### src/rtl/shift_reg_unload.sv
// shift_reg_unload: parallel-in serial-out unloader, one BIT_WIDTH symbol per enabled cycle
//
// Parameters:
//   DIRECTION  "forward" emits slot 0 first, "reverse" emits slot SHIFT_LEN-1 first
//   SHIFT_LEN  symbols per word (>= 2)
//   BIT_WIDTH  bits per symbol (>= 1)
// Ports:
//   clk            rising-edge clock
//   in_ctr_Arst_n  asynchronous active-low reset
//   in_ctr_Srst    synchronous clear, active-high, beats load and en
//   in_ctr_load    load request for in
//   in_ctr_en      consumer advance / ready
//   in             parallel word, slot k = in[k*BIT_WIDTH +: BIT_WIDTH]
//   out            current symbol (registered)
//   out_valid      out holds a live symbol
//   out_last       out is the final symbol of the word
//   out_busy       a load would be refused this cycle
//   out_ovr        sticky refused-load flag, only with SHIFT_REG_UNLOAD_OVERRUN_EN defined
module shift_reg_unload #(
    parameter string DIRECTION = "forward",
    parameter int    SHIFT_LEN = 16,
    parameter int    BIT_WIDTH = 4
) (
    input  logic                           clk,
    input  logic                           in_ctr_Arst_n,
    input  logic                           in_ctr_Srst,
    input  logic                           in_ctr_load,
    input  logic                           in_ctr_en,
    input  logic [SHIFT_LEN*BIT_WIDTH-1:0] in,
    output logic [BIT_WIDTH-1:0]           out,
    output logic                           out_valid,
    output logic                           out_last,
    output logic                           out_busy
`ifdef SHIFT_REG_UNLOAD_OVERRUN_EN
    ,
    output logic                           out_ovr
`endif
);
    localparam int CW = $clog2(SHIFT_LEN);
    localparam logic [CW-1:0] LAST = CW'(SHIFT_LEN - 1);
    localparam bit REV = (DIRECTION == "reverse");
    typedef enum logic {IDLE, SHIFT} state_t;
    state_t state, state_n;
    logic [CW-1:0] cnt, cnt_n;
    logic [SHIFT_LEN*BIT_WIDTH-1:0] word, word_n;
    logic [BIT_WIDTH-1:0] out_n;
    logic accept;
    // Symbol presented at position idx of the emission order.
    function automatic logic [BIT_WIDTH-1:0] pick(input logic [SHIFT_LEN*BIT_WIDTH-1:0] w, input logic [CW-1:0] idx);
        int s;
        s = REV ? (SHIFT_LEN - 1 - int'(idx)) : int'(idx);
        return w[s*BIT_WIDTH +: BIT_WIDTH];
    endfunction
    assign out_valid = (state == SHIFT);
    assign out_last  = out_valid & (cnt == LAST);
    assign out_busy  = out_valid & ~(out_last & in_ctr_en);
    assign accept    = in_ctr_load & ~out_busy;
    always_comb begin
        state_n = state;
        cnt_n   = cnt;
        word_n  = word;
        out_n   = out;
        if (accept) begin
            state_n = SHIFT;
            cnt_n   = '0;
            word_n  = in;
            out_n   = pick(in, '0);
        end else if (out_valid && in_ctr_en) begin
            state_n = out_last ? IDLE : SHIFT;
            cnt_n   = out_last ? '0 : cnt + 1'b1;
            out_n   = out_last ? '0 : pick(word, cnt + 1'b1);
        end
    end
    always_ff @(posedge clk or negedge in_ctr_Arst_n) begin
        if (!in_ctr_Arst_n) begin
            state <= IDLE;
            cnt   <= '0;
            word  <= '0;
            out   <= '0;
        end else if (in_ctr_Srst) begin
            state <= IDLE;
            cnt   <= '0;
            word  <= '0;
            out   <= '0;
        end else begin
            state <= state_n;
            cnt   <= cnt_n;
            word  <= word_n;
            out   <= out_n;
        end
    end
`ifdef SHIFT_REG_UNLOAD_OVERRUN_EN
    always_ff @(posedge clk or negedge in_ctr_Arst_n) begin
        if (!in_ctr_Arst_n)
            out_ovr <= 1'b0;
        else if (in_ctr_Srst)
            out_ovr <= 1'b0;
        else if (in_ctr_load && out_busy)
            out_ovr <= 1'b1;
    end
`endif
endmodule

### config.mk
export PLATFORM = sky130hd
export DESIGN_NAME = shift_reg_unload
export DESIGN_NICKNAME = d
export VERILOG_FILES = /design/src/rtl/shift_reg_unload.sv
export SDC_FILE = /design/constraint.sdc
export NUM_CORES = 1
export LEC_CHECK = 0
export CORE_MARGIN = 3
export CORE_UTILIZATION = 30
export DETAILED_ROUTE_END_ITERATION = 8
export GPL_ROUTABILITY_DRIVEN = 0
export PLACE_DENSITY_LB_ADDON = 0.25
export SYNTH_ARGS = -nofsm -noshare
export SYNTH_HDL_FRONTEND = slang
export SYNTH_SLANG_ARGS = --single-unit
### constraint.sdc
create_clock -name clk -period 3.9 [get_ports clk]
set_clock_uncertainty 0.05 [all_clocks]
set_input_delay 0.78 -clock clk [delete_from_list [all_inputs] [get_ports clk]]
set_output_delay 0.78 -clock clk [all_outputs]
set_load 0.03 [all_outputs]
==> results.cfg <==
[flow_run]
drv_cap = 0

[sta]
fin_tns_setup_ns = 0
setup_viol = 0
fmax_ghz = 0.309
max_slew.worst_pin.slew_ns = 0.956
maxSlewViolCount = 0
min_period_ns = 3.24
rsz0062_at_grt = false
finalHoldViolCount = 0
relSlewSlack = 0.363
fin_crit_sh = 0.831

[clocking]
clock-root-buffer = clkbuf_16
clk_pin_slew_ns = 0.06
numCtsBuffers = 9
postCtsSetupBuffers = 0
cts_tree = built
clock_latency_ns = 0.33
cts_hold_buf = 0
clk_path_buf_depth = 2
cts_sinks = 73
htreeDepth = 3
ctsResizeCount = 0

[min_path]
whs_path_depth = 2
hold_class = flop to flop
worstHoldStart = word[63]$_DFFE_PN0P_
hold_end = word[63]$_DFFE_PN0P_

[detailed_routing]
drc_errors = 0
ant_nets = 0
num_vias = 2904
wl_per_cell_um = 16.1
first_iter_violations = 214
dr.pass1.iters = 4
wl_um = 9440
viasPerCell = 4.94

[floorplan]
fp-row-count = 39
pin_count = 76
die_y_um = 117
die_x_um = 117
coreArea_um2 = 11700
start_util = 0.315
dieArea_um2 = 13700

[finish]
synthToLayoutAreaGrowth_pct = 29.7
antennaDiodeCount = 0
seqCellArea_um2 = 1830
nets = 511
final_cells = 588
n_fill_cell = 1181
multi_input_area_um2 = 1700
final_cell_area_um2 = 4790
drive_gt1_frac = 0.115

[synth]
synthCells = 377
ys_top_cells_by_area = dfrtp_1 (49%), nand2_1 (13%), mux4_2 (9.1%)
synth_fp_nets = 447
synth_edf_count = 0
postSynth.asyncResetShare = 1.00
synth_commonest_cells = nand2_1 (130), dfrtp_1 (73), a21oi_1 (66)
synthFlopType = dfrtp_1
synth.top_cell.area_share = 0.495
ys_ff_latch = 73
syn_area_um2 = 3690
yosysSeqAreaShare = 0.495
ys_types = 36
synth_top_cell_by_area = dfrtp_1
ys_warn_count = 0
avgSynthCellArea_um2 = 9.79
yosysMostFrequentCell = nand2_1

[critical_path]
critical_path.cell_chain = clkdlybuf4s50_1 > and4_4 > nor2_1 > clkdlybuf4s50_1
r2r_start = cnt[1]$_DFFE_PN0P_
crit_path_max_fanout = 5
worstSetupEndpointType = primary output
max_stage_delay_ns = 0.71
cp_slowest_cell = clkdlybuf4s50_1
r2r_end = out[2]$_DFFE_PN0P_
worstPathRequired_ns = 3.07
path_class = primary input to primary output
crit_top_cell = clkdlybuf4s50_1
reg2reg_depth = 5
crit_start = in_ctr_en
crit_arrival_ns = 2.41
cp-start-kind = primary input
r2r_slack_ns = 1.51

[pwr]
p_leak_uw = 0.00196
irDropWorstVdd_uv = 178
p_per_area_nw_per_um2 = 402
power.total_uw = 1920

[global_route]
grt_overflow = 0
grt_max_degree = 74
track_usage = 0.147
antenna_found_initial = 0
grt_pass1_wl_um = 15600
grt_pass1_vias = 3084

[placed_design]
placed_cell_area_um2 = 4490
port_buffers = 75
placed_cells = 573
dp_hpwl_um = 6360

[outcome]
status = completed
## per-layer routing
metal	global-route usage	share of wire
met1	0.202	0.47
met2	0.236	0.47
met3	0.0303	0.044
met4	0.0459	0.015
met5	0	0
## state kept, by name (all words and copies together) (netlist names)
| name | count |
|---|---|
| word | 64 |
| out_valid | 1 |
| out | 4 |
| cnt | 4 |
## power breakdown
group	internal, µW	leakage [µW]	switching, µW
Sequential	798	0.000984	25.5
Clock	524	0.000148	305
Combinational	132	0.000824	139
## through the flow
stage,utilization,hold slack [ns],setup WS [ns]
3_3_place_gp,0.383,0.456,0.665
2_1_floorplan,-,0.434,1.66
4_1_cts,0.409,0.469,0.638
3_5_place_dp,0.383,0.461,0.638
5_1_grt,0.409,0.488,0.553
6_report,0.409,0.468,0.661
## cell usage in the layout, fill, tap and decap left out
cell,Yosys,final
a211oi_4,1,1
a21oi_1,66,66
a221oi_1,4,4
and2_2,1,1
and3_2,1,1
and4_1,1,1
and4_4,1,1
buf_2,13,2
buf_4,1,5
bufinv_16,0,1
clkbuf_1,8,1
clkbuf_16,0,9
clkbuf_8,0,2
clkdlybuf4s50_1,0,73
clkinv_2,0,2
dfrtp_1,73,73
ha_1,1,1
inv_2,1,1
mux2_2,4,4
mux2_4,1,1
mux2i_1,4,4
mux4_1,1,1
mux4_2,15,15
nand2_1,130,130
nand2b_1,4,4
nand2b_2,1,1
nand3_1,2,2
nor2_1,11,11
nor2b_1,2,2
nor3_1,5,5
nor3b_1,1,1
o2111ai_1,4,4
o21a_4,1,1
o21ai_4,1,1
o311ai_1,4,4
o31a_2,1,1
or2_1,1,1
or3_1,4,4
xor2_1,2,2
xor2_4,1,1
## area by class of cell
cell class / instances / area share
tap: 143 / 0.0374
inverter: 1 / 0.000784
clock inverter: 3 / 0.00836
multi-input combinational: 276 / 0.356
clock buffer: 12 / 0.0536
timing repair buffer: 80 / 0.163
sequential: 73 / 0.382
## critical path: cells and delay by family
| family | cells | cell delay, ns |
|---|---|---|
| buffers and inverters | 2 | 1.20 |
| and+or+nand+nor | 2 | 0.43 |
## how the worst max path moves through the flow
stage | endpoint | slack, ns | depth (start not counted)
2_1_floorplan | out_busy | 1.66 | 2
5_1_grt | out_busy | 0.55 | 4
6_report | out_busy | 0.66 | 4
3_3_place_gp | out_busy | 0.66 | 4
3_5_place_dp | out_busy | 0.64 | 4
4_1_cts | out_busy | 0.64 | 4
## logic make-up (layout without fill, tap and decap cells)
family	after synthesis	in the layout	share of synthesized area
AO/OA/AOI/OAI	82	82	0.135
AND/OR/NAND/NOR	165	165	0.185
XOR/XNOR	3	3	0.0122
flip-flops	73	73	0.495
adder cells (fa/ha/maj)	1	1	0.00339
buffers and inverters	28	96	0.0441
multiplexers	25	25	0.126
(Power assumes the default switching activity.)
